==> config.mk <==
export PLATFORM = sky130hd
export DESIGN_NAME = uart_rx_flat
export DESIGN_NICKNAME = d
export VERILOG_FILES = /design/src/rtl/uart_rx_if.sv /design/src/rtl/uart_rx.sv /design/src/flat_wrapper.sv
export SDC_FILE = /design/constraint.sdc
export NUM_CORES = 1
export LEC_CHECK = 0
export BUFFER_PORTS_ARGS = -buffer_cell sky130_fd_sc_hd__buf_2
export CORE_ASPECT_RATIO = 1.5
export CORE_MARGIN = 1
export CORE_UTILIZATION = 50
export DETAILED_ROUTE_END_ITERATION = 8
export GPL_TIMING_DRIVEN = 0
export MAX_ROUTING_LAYER = met4
export PLACE_DENSITY = 0.69
export SETUP_SLACK_MARGIN = 0.5
export SLEW_MARGIN = 15
export SYNTH_ARGS = -nofsm -noshare
export SYNTH_HDL_FRONTEND = slang
export SYNTH_SLANG_ARGS = --single-unit
==> constraint.sdc <==
create_clock -name CLK -period 2.9 [get_ports CLK]
set_input_delay 0.58 -clock CLK [delete_from_list [all_inputs] [get_ports CLK]]
set_output_delay 0.58 -clock CLK [all_outputs]
set_load 0.005 [all_outputs]
==> src/rtl/uart_rx_if.sv <==
// Byte-stream side of the UART receiver: serial line in, received byte and status out.
interface uart_rx_if;
   logic       RX;
   logic       READY;
   logic [7:0] DATA;
   logic       VALID;
   logic       FRAME_ERR;
   logic       OVERRUN;
   logic       BUSY;

   modport master (
      input  RX, READY,
      output DATA, VALID, FRAME_ERR, OVERRUN, BUSY
   );

   modport slave (
      output RX, READY,
      input  DATA, VALID, FRAME_ERR, OVERRUN, BUSY
   );
endinterface

==> src/rtl/uart_rx.sv <==
// 8N1 UART receiver with centre sampling and a one-deep VALID/READY output register.
// Define UART_RX_PARITY_EN to expect an even-parity bit between bit 7 and the stop bit.
//
// state    | meaning
// ---------+------------------------------------------------------------
// S_IDLE   | line idle, waiting for a synchronized 1->0 transition
// S_START  | half a bit time to the middle of the start bit
// S_DATA   | sampling the 8 data bits LSB-first, one per bit time
// S_PARITY | sampling the even-parity bit (parity builds only)
// S_STOP   | sampling the stop bit, then deliver / overrun / frame error
module uart_rx #(
   parameter int unsigned DIVISOR = 103
) (
   input logic       CLK,
   input logic       RESETN,
   uart_rx_if.master bus
);

`ifdef UART_RX_PARITY_EN
   typedef enum logic [2:0] {S_IDLE, S_START, S_DATA, S_PARITY, S_STOP} state_t;
`else
   typedef enum logic [1:0] {S_IDLE, S_START, S_DATA, S_STOP} state_t;
`endif

   localparam logic [7:0] TIMER_FULL = 8'(DIVISOR);
   localparam logic [7:0] TIMER_HALF = 8'(DIVISOR / 2);

   state_t     state, state_nx;
   logic       rx_meta, rx_sync, rx_prev;
   logic [7:0] timer, timer_nx;
   logic [3:0] bit_cnt, bit_cnt_nx;
   logic [7:0] shift, shift_nx;
   logic [7:0] data_q, data_nx;
   logic       valid_q, valid_nx;
   logic       ferr_q, ferr_nx;
   logic       ovr_q, ovr_nx;
   logic       expire;
   logic       start_edge;
   logic       stop_ok;

`ifdef UART_RX_PARITY_EN
   logic par_q, par_nx;
   assign stop_ok = rx_sync && ((^shift) == par_q);
`else
   assign stop_ok = rx_sync;
`endif

   assign expire     = (timer == 8'd1);
   // rx_prev follows rx_sync so a line still low after a bad stop bit never looks like a new edge
   assign start_edge = rx_prev && !rx_sync;

   always_ff @(posedge CLK or negedge RESETN) begin
      if (!RESETN) begin
         rx_meta <= 1'b1;
         rx_sync <= 1'b1;
         rx_prev <= 1'b1;
      end else begin
         rx_meta <= bus.RX;
         rx_sync <= rx_meta;
         rx_prev <= rx_sync;
      end
   end

   always_ff @(posedge CLK or negedge RESETN) begin
      if (!RESETN) state <= S_IDLE;
      else         state <= state_nx;
   end

   always_comb begin
      state_nx   = state;
      timer_nx   = timer;
      bit_cnt_nx = bit_cnt;
      shift_nx   = shift;
      data_nx    = data_q;
      valid_nx   = valid_q;
      ferr_nx    = 1'b0;
      ovr_nx     = 1'b0;
`ifdef UART_RX_PARITY_EN
      par_nx     = par_q;
`endif
      if (valid_q && bus.READY) valid_nx = 1'b0;
      if (state != S_IDLE && !expire) timer_nx = timer - 8'd1;

      case (state)
         S_IDLE: begin
            if (start_edge) begin
               timer_nx = TIMER_HALF;
               state_nx = S_START;
            end
         end
         S_START: begin
            if (expire) begin
               if (!rx_sync) begin
                  timer_nx   = TIMER_FULL;
                  bit_cnt_nx = 4'd0;
                  state_nx   = S_DATA;
               end else begin
                  timer_nx = 8'd0;
                  state_nx = S_IDLE;
               end
            end
         end
         S_DATA: begin
            if (expire) begin
               shift_nx   = {rx_sync, shift[7:1]};
               timer_nx   = TIMER_FULL;
               bit_cnt_nx = bit_cnt + 4'd1;
               if (bit_cnt == 4'd7) begin
`ifdef UART_RX_PARITY_EN
                  state_nx = S_PARITY;
`else
                  state_nx = S_STOP;
`endif
               end
            end
         end
`ifdef UART_RX_PARITY_EN
         S_PARITY: begin
            if (expire) begin
               par_nx   = rx_sync;
               timer_nx = TIMER_FULL;
               state_nx = S_STOP;
            end
         end
`endif
         S_STOP: begin
            if (expire) begin
               timer_nx = 8'd0;
               state_nx = S_IDLE;
               if (stop_ok) begin
                  if (!valid_q || bus.READY) begin
                     data_nx  = shift;
                     valid_nx = 1'b1;
                  end else begin
                     ovr_nx = 1'b1;
                  end
               end else begin
                  ferr_nx = 1'b1;
               end
            end
         end
         default: begin
            timer_nx = 8'd0;
            state_nx = S_IDLE;
         end
      endcase
   end

   always_ff @(posedge CLK or negedge RESETN) begin
      if (!RESETN) begin
         timer   <= 8'd0;
         bit_cnt <= 4'd0;
         shift   <= 8'd0;
         data_q  <= 8'd0;
         valid_q <= 1'b0;
         ferr_q  <= 1'b0;
         ovr_q   <= 1'b0;
      end else begin
         timer   <= timer_nx;
         bit_cnt <= bit_cnt_nx;
         shift   <= shift_nx;
         data_q  <= data_nx;
         valid_q <= valid_nx;
         ferr_q  <= ferr_nx;
         ovr_q   <= ovr_nx;
      end
   end

`ifdef UART_RX_PARITY_EN
   always_ff @(posedge CLK or negedge RESETN) begin
      if (!RESETN) par_q <= 1'b0;
      else         par_q <= par_nx;
   end
`endif

   assign bus.DATA      = data_q;
   assign bus.VALID     = valid_q;
   assign bus.FRAME_ERR = ferr_q;
   assign bus.OVERRUN   = ovr_q;
   assign bus.BUSY      = (state != S_IDLE);

endmodule

==> src/flat_wrapper.sv <==
// flat-port wrapper written by rule: the top's interface ports become plain ports
module uart_rx_flat 
#(
   parameter int unsigned DIVISOR = 103
)
  (CLK, RESETN, bus_RX, bus_READY, bus_DATA, bus_VALID, bus_FRAME_ERR, bus_OVERRUN, bus_BUSY);
  uart_rx_if bus_i ();
  input logic CLK;
  input logic RESETN;
  input wire logic [$bits(bus_i.RX)-1:0] bus_RX;
  input wire logic [$bits(bus_i.READY)-1:0] bus_READY;
  output wire logic [$bits(bus_i.DATA)-1:0] bus_DATA;
  output wire logic [$bits(bus_i.VALID)-1:0] bus_VALID;
  output wire logic [$bits(bus_i.FRAME_ERR)-1:0] bus_FRAME_ERR;
  output wire logic [$bits(bus_i.OVERRUN)-1:0] bus_OVERRUN;
  output wire logic [$bits(bus_i.BUSY)-1:0] bus_BUSY;
  assign bus_i.RX = bus_RX;
  assign bus_i.READY = bus_READY;
  assign bus_DATA = bus_i.DATA;
  assign bus_VALID = bus_i.VALID;
  assign bus_FRAME_ERR = bus_i.FRAME_ERR;
  assign bus_OVERRUN = bus_i.OVERRUN;
  assign bus_BUSY = bus_i.BUSY;
  uart_rx #(.DIVISOR(DIVISOR)) u_core (.CLK(CLK), .RESETN(RESETN), .bus(bus_i));
endmodule
==> results.tsv, run 1 <==
metric	value	unit
die width	47.8	um
IO Port Bufs	15	
ant diodes	0	
Finished Layout Cells	191	
Final period util	0.681	
first-pass GRT wire length	4630	um
CP required	3.07	ns
R2R Path Start	u_core.timer[1]$_DFF_PN0_	
Placed Area	1690	um^2
Hold WC Path Type	reg2reg	
Comb pwr share	0.179	
clk_lat worst skew	0.28	ns
register area	905	um^2
WHS Endpoint	u_core.rx_sync$_DFF_PN1_	
Pint	0.000861	W
Worst path slowest cell	dfrtp_1	
Final Hold Fails	0	
status	finished, final reports clean	
remaining antenna violation count	0	
Tightest Pin Transition	0.778	ns
number of H-tree levels	2	
final setup TNS	0	ns
PnR worst setup slack	0.924	ns
R2R Path End	u_core.bus.DATA[1]$_DFFE_PN0P_	
post-synth net total	136	
final net count	158	
cell area after layout	1790	um^2
most common flop cell mapped by yosys	dfrtp_1	
Synth Area per Inst	12.2	um^2
critical-path cell list	inv_1, ha_1, nor4b_4, nand2_1, nor2_4, mux2_2	
Reg clk slew, reported paths	0.07	ns
critical path launch point type	register	
total grt overflow	0	
vias per cell	5.71	
# DRC	0	
layout cells sized above 1	0.303	
max frequency	0.506	GHz
Post-synth top cells	dfrtp_1, mux2_2, nand2_1	
TritonCTS Buffers	5	
max incr delay on CP	0.39	ns
P&R area growth vs syn	13.9	%
Post-CTS Setup Repair Bufs	0	
Initial Utilization	0.534	
Die Area	3370	um^2
die height	70.6	um
FFs w/ async S/R, synth	1.00	
vias in the first global route	1100	
worst path arrival time	2.14	ns
Clock power frac	0.291	
Sequential Power Share	0.530	
CP endpoint kind	register	
Final Power	0.00124	W
cell count after synthesis	129	
FP Rows	24	
Clock Sink Count	36	
Net Sw Frac	0.306	
drt pass-1 iters	4	
Final min period	1.98	ns
largest net degree at the start of global routing	37	
worst reg2reg setup slack	0.92	ns
CTS Hold Bufs	0	
GRT Resource Usage Total	0.200	
kind of critical path	reg2reg	
Worst Reg-to-Reg Cells	6	
count leader, synth	dfrtp_1	
HPWL after detailed placement	2010	um
EDFF count, synth	0	
PostCTS Resize Cnt	0	
Leak	0.877	nW
maximum vdd drop	576	uV
max-slew violations	0	
Core Region	2940	um^2
area leader, netlist	dfrtp_1	
Slew Limit Headroom	0.481	
setup violators final	0	
crit-path max FO	8	
Seq cells post-synth	36	
Vias	1090	
yosys warns	0	
Initial DRC Count	16	
area of the multi-input gates	639	um^2
worst hold path startpoint	u_core.rx_meta$_DFF_PN1_	
pre-CTS WS	0.934	ns
synth top area cells	dfrtp_1, mux2_2, dfstp_2	
initial antenna violation count	0	
CTS tree	built	
number of top-level pins	16	
Root Buffer	clkbuf_8	
Synth cell types	34	
CTS max path bufs	2	
Final Wtd Congestion	0.835	
hold depth	0	
Synth top area share	0.526	
Sw Pwr	0.000380	W
wire per inst	14.5	um
Fill cells	283	
Cell Area, Synth	1570	um^2
Routed WL	2780	um
PD cells	694	nW/um^2
RSZ-0062 raised after global routing	false	
placed insts	183	
Clock Skew	0.00778	ns
max_cap viols	0	
sequential area share after synthesis	0.576	
-- worst max-delay path: cells and delay by family, from the launching register on --
| family | cells | cell delay, ns |
|---|---|---|
| fa+ha+maj | 1 | 0.16 |
| simple gates | 3 | 0.85 |
| buf+inv | 1 | 0.09 |
| mux | 1 | 0.37 |
| flops | 1 | 0.39 |
-- per-layer routing --
layer,share of wire,track usage,vias to the layer above
met2,0.56,0.333,18
met4,0.019,0.0864,0
met1,0.39,0.207,549
li1,-,-,519
met5,0,-,-
met3,0.030,0.0561,4
-- kinds of logic (layout without fill, tap and decap cells) --
kind of cell | Yosys count | after routing | synth area share
AND/OR/NAND/NOR | 42 | 42 | 0.159
flip-flops | 36 | 36 | 0.576
AO/OA/AOI/OAI | 25 | 25 | 0.102
multiplexers | 17 | 17 | 0.122
buffers and inverters | 6 | 29 | 0.0167
adder cells (fa/ha/maj) | 3 | 3 | 0.0239
-- cell type report --
type,count,share of cell area
Tap cell,39,0.0273
Clock inverter,1,0.00420
Multi-Input combinational cell,87,0.358
Timing Repair Buffer,15,0.0420
Buffer,1,0.00420
Sequential cell,36,0.506
Clock buffer,7,0.0483
Inverter,5,0.0105
-- sequential cells by signal, summed over array words and instances, names as in the netlist, named ones only --
name and count:
u_core.bus.DATA 8, u_core.state 1, u_core.rx_sync 1, u_core.bit_cnt 4, u_core.rx_meta 1, u_core.bus.OVERRUN 1, u_core.timer 8, u_core.bus.FRAME_ERR 1
u_core.rx_prev 1, u_core.bus.VALID 1, u_core.shift 8
-- placed cells by master (no fill, tap or decap), types with 2 or more instances in the layout --
| cell type | n |
|---|---|
| nor2_1 | 7 |
| nor3b_1 | 3 |
| inv_1 | 5 |
| mux2_2 | 17 |
| ha_1 | 3 |
| nor3_1 | 2 |
| o21ai_0 | 7 |
| a31oi_1 | 6 |
| nand2_1 | 8 |
| nand4_1 | 2 |
| dfrtp_1 | 33 |
| nand2b_1 | 2 |
| nand3_1 | 7 |
| dfstp_2 | 3 |
| a21oi_1 | 4 |
| buf_2 | 15 |
| and3_1 | 2 |
| clkbuf_8 | 6 |
-- worst max path at each step --
stage | startpoint | endpoint | cells past startpoint
global placement | u_core.timer[1]$_DFF_PN0_ | u_core.bus.DATA[7]$_DFFE_PN0P_ | 6
CTS | u_core.timer[1]$_DFF_PN0_ | u_core.bus.DATA[5]$_DFFE_PN0P_ | 6
detailed placement | u_core.timer[1]$_DFF_PN0_ | u_core.bus.DATA[1]$_DFFE_PN0P_ | 6
global route | u_core.timer[1]$_DFF_PN0_ | u_core.bus.DATA[5]$_DFFE_PN0P_ | 6
floorplan | u_core.timer[1]$_DFF_PN0_ | u_core.bus.DATA[0]$_DFFE_PN0P_ | 6
finish | u_core.timer[1]$_DFF_PN0_ | u_core.bus.DATA[1]$_DFFE_PN0P_ | 6
-- power groups by stage --
stage	combinational, W	clock, W	sequential [W]
6_report	0.000222	0.000361	0.000657
4_1_cts	0.000225	0.000375	0.000657
3_5_place_dp	0.000224	0	0.000667
2_1_floorplan	0.000169	0	0.000646
5_1_grt	0.000248	0.000389	0.000666
3_3_place_gp	0.000204	0	0.000662
-- per-stage QoR --
| stage | hold WS (ns) | utilization |
|---|---|---|
| after detailed placement | 0.349 | 0.576 |
| after floorplan | 0.284 | - |
| after global routing | 0.360 | 0.608 |
| after global placement | 0.346 | 0.576 |
| final | 0.358 | 0.608 |
| after CTS | 0.359 | 0.608 |
Note: power is estimated with default switching activity, not from simulation.
==> run 2: changes to the inputs <==
clock period = 2 ns   (was 2.9 ns; I/O delays follow)
==> results.tsv, run 2 (synthesis results as in run 1) <==
metric	value	unit	change
ant diodes	0		unchanged
vias per cell	5.71		+0.12%
RSZ-0062 raised after global routing	true		
Final Hold Fails	0		unchanged
R2R Path End	u_core.bit_cnt[3]$_DFFE_PN0P_		
critical path launch point type	register		
IO Port Bufs	15		unchanged
vias in the first global route	1210		+10%
Leak	0.968	nW	+10%
Final Wtd Congestion	0.814		-2.4%
Hold WC Path Type	in2async		
FP Rows	24		unchanged
Routed WL	3360	um	+21%
Sequential Power Share	0.491		-0.039
clk_lat worst skew	0.29	ns	about the same
kind of critical path	reg2reg		
number of top-level pins	16		unchanged
max frequency	0.557	GHz	+10%
Core Region	2940	um^2	unchanged
Final min period	1.79	ns	-0.181 ns
Root Buffer	clkbuf_8		
commonest non-fill, non-tap cell in the layout	dfrtp_1		
Clock power frac	0.272		-0.019
Initial Utilization	0.534		unchanged
Clock Sink Count	36		unchanged
Slew Limit Headroom	0.478		-0.00351
Reg clk slew, reported paths	0.07	ns	about the same
Initial DRC Count	21		+5
Util after Layout	0.688		+0.0804
Pint	0.00134	W	+56%
crit path launch	u_core.timer[1]$_DFF_PN0_		
max_cap viols	0		unchanged
wire per inst	16.3	um	+12%
die width	47.8	um	unchanged
Worst Reg-to-Reg Cells	7		+1
# DRC	0		unchanged
maximum vdd drop	587	uV	+2.1%
worst reg2reg setup slack	0.21	ns	-0.72 ns
Final period util	0.897		+0.216
layout cells sized above 1	0.449		+0.146
remaining antenna violation count	0		unchanged
CTS max path bufs	2		unchanged
first-pass GRT wire length	5330	um	+15%
Vias	1177		+8.0%
largest net degree at the start of global routing	37		unchanged
Tightest Pin Transition	0.783	ns	+0.00527 ns
CP endpoint kind	register		
commonest non-fill, non-tap cells in the layout	dfrtp_1, buf_2, buf_4		
max-slew violations	0		unchanged
PD cells	983	nW/um^2	+42%
Comb pwr share	0.237		+0.058
final net count	173		+9.5%
drt pass-1 iters	4		unchanged
P&R area growth vs syn	28.9	%	
TritonCTS Buffers	5		unchanged
final setup TNS	0	ns	unchanged
setup violators final	0		unchanged
number of H-tree levels	2		unchanged
GRT Resource Usage Total	0.230		+0.0304
worst path arrival time	1.97	ns	-0.17 ns
crit-path max FO	6		-2
PnR worst setup slack	0.205	ns	-0.719 ns
status	finished, final reports clean		
die height	70.6	um	unchanged
CTS Hold Bufs	0		unchanged
R2R Path Start	u_core.timer[1]$_DFF_PN0_		
total grt overflow	0		unchanged
pre-CTS WS	0.130	ns	-0.804 ns
initial antenna violation count	0		unchanged
Sw Pwr	0.000647	W	+71%
Net Sw Frac	0.325		+0.0194
CTS tree	built		
HPWL after detailed placement	1990	um	-0.86%
Die Area	3370	um^2	unchanged
Clock Skew	0.00598	ns	-0.00179 ns
CP required	2.18	ns	-0.89 ns
==> run 2: power by group through the flow <==
| stage | sequential [W] | combinational, W | clock, W |
|---|---|---|---|
| final | 0.000976 | 0.000472 | 0.000541 |
| after CTS | 0.000968 | 0.000415 | 0.000556 |
| after floorplan | 0.000937 | 0.000246 | 0 |
| after global routing | 0.000988 | 0.000522 | 0.000582 |
| after detailed placement | 0.000969 | 0.000309 | 0 |
| after global placement | 0.000962 | 0.000296 | 0 |
==> run 2: area by class of cell <==
type                            count  area (um^2)
Buffer                              1         11.3
Clock buffer                        6         82.6
Clock inverter                      2         15.0
Fill cell                         250          918
Inverter                            5         18.8
Multi-Input combinational cell     87          723
Sequential cell                    36          907
Tap cell                           39         48.8
Timing Repair Buffer               30          218
==> run 2: critical path, stage by stage (launching register included) <==
cell	delay (ns)
dfrtp_1	0.39
inv_2	0.08
ha_4	0.12
nor4b_4	0.34
buf_4	0.19
o211ai_1	0.11
buf_4	0.20
a211o_1	0.25
==> run 2: what timing repair did <==
item / CTS / global route
setup endpoints to repair: 34 / 34
gates resized for setup: 22 / 10
pin swaps: 7 / 7
hold endpoints to repair: 0 / 0
buffers inserted: 9 / 5
gates cloned: 1 / 0
==> run 2: per-layer routing <==
metal	wire length [um]	track usage
met3	103	0.0638
met4	49	0.0988
met5	0	-
met1	1330	0.251
met2	1880	0.374
==> run 2: how the worst max path moves through the flow <==
stage,cells after the start,slack (ns),endpoint
floorplan,6,0.35,u_core.shift[2]$_DFFE_PN0P_
global placement,6,0.15,u_core.shift[7]$_DFFE_PN0P_
detailed placement,6,0.13,u_core.shift[7]$_DFFE_PN0P_
CTS,7,0.22,u_core.bus.DATA[0]$_DFFE_PN0P_
global route,7,0.08,u_core.bit_cnt[3]$_DFFE_PN0P_
finish,7,0.21,u_core.bit_cnt[3]$_DFFE_PN0P_
==> run 2: per-stage QoR <==
step                power [W]  hold WS, ns  cells  area [um^2]
floorplan             0.00118        0.104    129         1570
global placement      0.00126        0.346    183         1700
detailed placement    0.00128        0.348    183         1700
CTS                   0.00194        0.200    201         1950
global route          0.00209        0.201    206         2020
finish                0.00199        0.187    206         2020
